==> src/rtl/usb_rx_pkg.sv <==
// rtl/usb_rx_pkg.sv - shared USB receive-path constants
package usb_rx_pkg;

    localparam int USB_STUFF_LIMIT = 6;
    localparam int USB_BYTE_BITS   = 8;

    // Counter width able to hold 0..max_val; never narrower than one bit.
    function automatic int cnt_width(input int max_val);
        return (max_val < 2) ? 1 : $clog2(max_val + 1);
    endfunction

    localparam int USB_BIT_CNT_W  = cnt_width(USB_BYTE_BITS - 1);
    localparam int USB_ONES_CNT_W = cnt_width(USB_STUFF_LIMIT);

endpackage

==> src/rtl/rx_shift_reg.sv <==
// rtl/rx_shift_reg.sv - serial-in parallel-out shift register, LSB-first fill
module rx_shift_reg #(
    parameter int WIDTH = 8
) (
    input  logic             clk,
    input  logic             rst,
    input  logic             shift_en,
    input  logic             din,
    output logic [WIDTH-1:0] q
);

    // New bits enter at the MSB so the first bit received ends up at bit 0.
    always_ff @(posedge clk) begin
        if (rst) begin
            q <= '0;
        end else if (shift_en) begin
            q <= {din, q[WIDTH-1:1]};
        end
    end

endmodule

==> src/rtl/usb_rx_unstuff_shift.sv <==
// rtl/usb_rx_unstuff_shift.sv - USB bit unstuffing and LSB-first byte assembly
module usb_rx_unstuff_shift
    import usb_rx_pkg::*;
#(
    parameter int BYTE_BITS   = USB_BYTE_BITS,
    parameter int STUFF_LIMIT = USB_STUFF_LIMIT
) (
    input  logic                 clk,
    input  logic                 rst,
    input  logic                 d_orig,
    input  logic                 shift_enable,
    input  logic                 eop,
    input  logic                 rcving,
    output logic [BYTE_BITS-1:0] rx_data,
    output logic                 byte_ready,
    output logic                 stuff_err,
    output logic                 align_err
);

    localparam int BIT_CNT_W  = cnt_width(BYTE_BITS - 1);
    localparam int ONES_CNT_W = cnt_width(STUFF_LIMIT);

    localparam logic [BIT_CNT_W-1:0]  LAST_BIT   = BIT_CNT_W'(BYTE_BITS - 1);
    localparam logic [ONES_CNT_W-1:0] STUFF_SLOT = ONES_CNT_W'(STUFF_LIMIT);

    logic [BYTE_BITS-1:0]  sr;
    logic [BYTE_BITS-1:0]  sr_next;
    logic [BIT_CNT_W-1:0]  bit_cnt;
    logic [ONES_CNT_W-1:0] ones_cnt;
    logic                  event_ok;
    logic                  stuff_slot;
    logic                  data_bit;

    assign event_ok   = shift_enable && rcving;
    assign stuff_slot = (ones_cnt == STUFF_SLOT);
    assign data_bit   = event_ok && !eop && !stuff_slot;
    assign sr_next    = {d_orig, sr[BYTE_BITS-1:1]};

    rx_shift_reg #(
        .WIDTH(BYTE_BITS)
    ) u_shift (
        .clk     (clk),
        .rst     (rst),
        .shift_en(data_bit),
        .din     (d_orig),
        .q       (sr)
    );

    always_ff @(posedge clk) begin
        if (rst) begin
            rx_data    <= '0;
            bit_cnt    <= '0;
            ones_cnt   <= '0;
            byte_ready <= 1'b0;
            stuff_err  <= 1'b0;
            align_err  <= 1'b0;
        end else begin
            byte_ready <= 1'b0;
            stuff_err  <= 1'b0;
            align_err  <= 1'b0;
            if (!rcving) begin
                bit_cnt  <= '0;
                ones_cnt <= '0;
            end else if (shift_enable) begin
                if (eop) begin
                    // A partial byte at end of packet is dropped, not delivered.
                    align_err <= (bit_cnt != '0);
                    bit_cnt   <= '0;
                    ones_cnt  <= '0;
                end else if (stuff_slot) begin
                    stuff_err <= d_orig;
                    ones_cnt  <= '0;
                end else begin
                    // Run length carries across byte boundaries on purpose.
                    ones_cnt <= d_orig ? ones_cnt + 1'b1 : '0;
                    if (bit_cnt == LAST_BIT) begin
                        rx_data    <= sr_next;
                        byte_ready <= 1'b1;
                        bit_cnt    <= '0;
                    end else begin
                        bit_cnt <= bit_cnt + 1'b1;
                    end
                end
            end
        end
    end

endmodule

==> config.mk <==
export PLATFORM = sky130hd
export DESIGN_NAME = usb_rx_unstuff_shift
export DESIGN_NICKNAME = d
export VERILOG_FILES = /design/src/rtl/usb_rx_pkg.sv /design/src/rtl/rx_shift_reg.sv /design/src/rtl/usb_rx_unstuff_shift.sv
export SDC_FILE = /design/constraint.sdc
export NUM_CORES = 1
export LEC_CHECK = 0
export ABC_AREA = 1
export CORE_MARGIN = 2
export CORE_UTILIZATION = 50
export CTS_BUF_LIST = sky130_fd_sc_hd__clkbuf_4 sky130_fd_sc_hd__clkbuf_8 sky130_fd_sc_hd__clkbuf_16
export DETAILED_ROUTE_END_ITERATION = 12
export GPL_TIMING_DRIVEN = 0
export PLACE_DENSITY = 0.85
export SYNTH_ARGS = -nofsm -noshare
export SYNTH_HDL_FRONTEND = slang
export SYNTH_HIERARCHICAL = 1
export SYNTH_SLANG_ARGS = --single-unit
==> constraint.sdc <==
create_clock -name clk -period 2.09 [get_ports clk]
set_clock_uncertainty 0.2 [all_clocks]
set_input_delay 0.3135 -clock clk [delete_from_list [all_inputs] [get_ports clk]]
set_output_delay 0.3135 -clock clk [all_outputs]
set_load 0.01 [all_outputs]
# Word-level counts from Yosys, hierarchy flattened
# Cells that the tools add are included.
totals:
  ff_bits: 25
  input_bits: 6
  out_inout_bits: 11
  wordCells: 35
op_classes:
  add_sub_neg: 2
  n_eq_ne: 3
  n_mux: 7
  n_bitwise: 4
  reduce_logical: 12
op_table:
  columns: ["operator", "count"]
  rows:
  - ["$mux 3", 6]
  - ["$reduce_or 5->1", 2]
  - ["$add 3x1->3 const B", 2]
  - ["$eq 3x3->1 const B", 2]
  - ["$reduce_and 5->1", 1]
  - ["$not 1->1", 4]
  - ["$reduce_or 4->1", 1]
  - ["$logic_and 1x1->1", 3]
  - ["$reduce_bool 3->1", 1]
  - ["$logic_not 1->1", 2]
  - ["$ne 2x2->1 const B", 1]
  - ["$reduce_and 2->1", 1]
  - ["$reduce_or 2->1", 1]
  - ["$mux 1", 1]

# Logic depth before layout (Yosys ltp)
depth:
  word_depth: 4
  depth_mapped: 10
  depth_no_buf: 8

# By module
# The synthesis kept the hierarchy.
by_module_without_submodules:
  columns: ["module", "instances", "cells_each", "area_per_inst_um2", "seq_area_each_um2"]
  rows:
  - ["usb_rx_unstuff_shift", 1, 126, 904.6, 340.3]
  - ["rx_shift_reg", 1, 51, 347.8, 160.2]

# Worst setup path after synthesis
# OpenSTA, ideal clock, no wires.
synth_path:
  path_kind: "reg2reg"
  startpoint: "register ones_cnt[0]"
  endpoint: "register u_shift.q[4]"
  setup_time_ns: 0.114
  arrival_ns: 1.327
  required_time_ns: 1.776
  slack_ns: 0.449
  stages_incl_launch_ff: 11
  synth_period_minus_slack_ns: 1.641
  path_cell_list: "dfxtp_1 > inv_1 > ha_1 > nand2_2 > nand2_1 > nor2_1 > buf_6 > buf_6 > nand2_2 > nand2_1 > nor2_2"
synth_between:
  elab_chain_len: 3
synth_rtl:
  columns: ["item", "line", "rtl"]
  rows:
  - ["start: declaration", "usb_rx_unstuff_shift.sv:29", "logic [ONES_CNT_W-1:0] ones_cnt;"]
  - ["start signal: assignment", "usb_rx_unstuff_shift.sv:75", "ones_cnt <= d_orig ? ones_cnt + 1'b1 : '0;"]
  - ["$eq 3x3->1", "usb_rx_unstuff_shift.sv:35", "assign stuff_slot = (ones_cnt == STUFF_SLOT);"]
  - ["$logic_not 1->1", "usb_rx_unstuff_shift.sv:36", "assign data_bit = event_ok && !eop && !stuff_slot;"]
  - ["$logic_and 1x1->1", "usb_rx_unstuff_shift.sv:36", null]
  - ["net data_bit", "usb_rx_unstuff_shift.sv:32", "logic data_bit;"]
  - ["end signal: assignment", "rx_shift_reg.sv:17", "q <= {din, q[WIDTH-1:1]};"]
  - ["end: declaration", "rx_shift_reg.sv:9", "output logic [WIDTH-1:0] q"]
# The timed path passes the listed nets, and every way through them passes these cells.
# A chain may end at the register's enable or synchronous reset.

# Worst setup path in the final report
layout_path:
  startpoint: "register ones_cnt[0]"
  endpoint: "register u_shift.q[6]"
# The elaborated chain is that of the path after synthesis.

==> impl_metrics.csv <==
group,metric,value,unit
outcome,status,"finished clean",
critical_path,reg2reg_depth,10,
sta,setup_violations,0,
layout,diodes,0,
route,ant_nets,0,
critical_path,critPathKind,"register to register",
grt,grtUsageTotal,19.0,%
critical_path,regToRegSetupSlack,260,ps
place,io_buffers,16,
route,wl_per_cell,10.7,microns
clock_tree,cts_resized,0,
synthesis,netlist_area,1210,sq um
clock_tree,ctsHtreeMaxLevel,1,
layout,fillers,208,
route,drt-vias-per-instance,4.82,
sta,max_slew_margin,80.4,%
die,die_height,53.3,microns
sta,fin_ws,263,ps
critical_path,rr_endpoint,"u_shift/q[6]$_SDFFE_PP0P_",
hold_path,holdCritStartpoint,"u_shift/q[7]$_SDFFE_PP0P_",
sta,tightest_slew,293,ps
power_and_ir_drop,total_power,0.000882,W
place,place_congestion,0.897,
die,initial_core_util,53.8,%
clock_tree,clk_pin_slew,130,ps
layout,multiInputGateArea,538,sq um
layout,drive_above_1_share,13.1,%
clock_tree,cts_sinks,24,
layout,fin_nets,203,
critical_path,worstSetupStartpointType,"register",
grt,grt_overflow,0,
clock_tree,cts_buffers,3,
sta,grt_setup_unrepaired,"no",
route,drt_first_pass_iters,4,
critical_path,r2r-start,"ones_cnt[0]$_SDFFE_PP0P_",
hold_path,holdPathEnd,"u_shift/q[7]$_SDFFE_PP0P_",
clock_tree,ctsHoldBuffers,0,
sta,layout_min_cycle_time,1830,ps
die,pin_count,17,
clock_tree,cts_tree,"built",
power_and_ir_drop,vdd_drop_max,0.418,mV
die,die_w,53.3,microns
hold_path,hold_path_depth,2,
place,pre_cts_ws,147,ps
layout,fin_util,64.8,%
clock_tree,post_cts_buffers,0,
clock_tree,root_buffer,"clkbuf_4",
die,die_area,2840,sq um
layout,seqCellArea,480,sq um
sta,fin_setup_tns,0,ps
route,vias,1055,
power_and_ir_drop,powerDensity,603,nW/um^2
synthesis,syn_nets,182,
route,first_iter_violations,22,
hold_path,min_path_type,"register to register",
clock_tree,cts.path.max_buffers,2,
grt,antenna_found_initial,0,
die,core-area,2250,sq um
sta,final_max_slew_viol_count,0,
job,cap_viol_max_count,0,
sta,finalCritPeriodShare,87.4,%
sta,max_freq,0.547,GHz
sta,hold_slack,295,ps
sta,hold_violations,0,
critical_path,critPathRequiredTime,2110,ps
synthesis,yosysWarnings,6,
grt,grt_max_degree,15,
grt,grt_pass1_vias,979,
route,wl,2340,microns
critical_path,cp.arrival,1850,ps
synthesis,netlist_instances,171,
layout,area_growth,20.4,%
power_and_ir_drop,power.leakage,0.637,nW
route,drc,0,
critical_path,critical_path.max_fanout,10,
critical_path,cp-end-kind,"register",
grt,grt_first_pass_wirelength,3900,microns
place,hpwlAfterDp,1720,microns
synthesis,avgSynthCellArea,7.10,sq um
clock_tree,clock_latency,310,ps
die,row_count,17,
==> flip-flops by register name, indices dropped and copies added, names as in the netlist <==
register / count
rx_data: 8
u_shift/q: 7
bit_cnt: 3
ones_cnt: 3
align_err: 1
byte_ready: 1
stuff_err: 1
==> cells in the final DEF, fill, tap and decap left out <==
cell type and n:
nor2_2 10, ha_1 5, clkinv_2 1, nand2_1 40, clkbuf_8 1, inv_1 40, nor2_8 1, nand2_2 3
buf_6 2, clkdlybuf4s50_1 16, dfxtp_1 24, a21oi_1 8, bufinv_16 1, nand4_1 8, o21ai_0 2, nor3_1 2
nand2_4 1, nor2_1 17, nand3_4 1, clkbuf_4 3, nand3_1 3, or2_2 1, clkinv_1 1
==> how the worst max path moves through the flow <==
stage | from | to | slack, ps | cells past startpoint
CTS | ones_cnt[0]$_SDFFE_PP0P_ | u_shift/q[6]$_SDFFE_PP0P_ | 280 | 10
finish | ones_cnt[0]$_SDFFE_PP0P_ | u_shift/q[6]$_SDFFE_PP0P_ | 260 | 10
floorplan | ones_cnt[0]$_SDFFE_PP0P_ | u_shift/q[4]$_SDFFE_PP0P_ | 460 | 10
global placement | shift_enable | u_shift/q[6]$_SDFFE_PP0P_ | 160 | 8
global route | ones_cnt[0]$_SDFFE_PP0P_ | u_shift/q[5]$_SDFFE_PP0P_ | 150 | 9
detailed placement | eop | u_shift/q[2]$_SDFFE_PP0P_ | 150 | 8
==> worst max-delay path: stages (launching register included) <==
cell,delay [ps]
dfxtp_1,370
inv_1,70
ha_1,220
nand2_2,190
nand2_1,130
nor2_1,130
buf_6,140
buf_6,130
nand2_2,50
nand2_1,60
nor2_2,30
==> layer usage <==
metal | share of wire (%) | track usage, %
met5 | 0 | 0
met4 | 1.5 | 11.1
met3 | 4.2 | 2.82
met2 | 50 | 33.5
met1 | 44 | 21.3
==> stage by stage <==
stage / area [sq um] / cells
final: 1460 / 219
after CTS: 1460 / 219
after global placement: 1410 / 215
after floorplan: 1210 / 171
after detailed placement: 1410 / 215
after global routing: 1460 / 219
==> final cells by class <==
class | instances | area share, %
buffer | 3 | 2.48
sequential | 24 | 32.9
clock inverter | 1 | 2.05
timing repair buffer | 16 | 11.0
clock buffer | 3 | 1.54
inverter | 42 | 10.9
multi-input combinational | 102 | 36.8
tap | 28 | 2.40
==> power breakdown <==
part           internal [W]  switching [W]  total [W]
combinational     0.0000298      0.0000485  0.0000783
sequential         0.000466     0.00000584   0.000471
clock              0.000194       0.000138   0.000332
(Power assumes the default switching activity.)
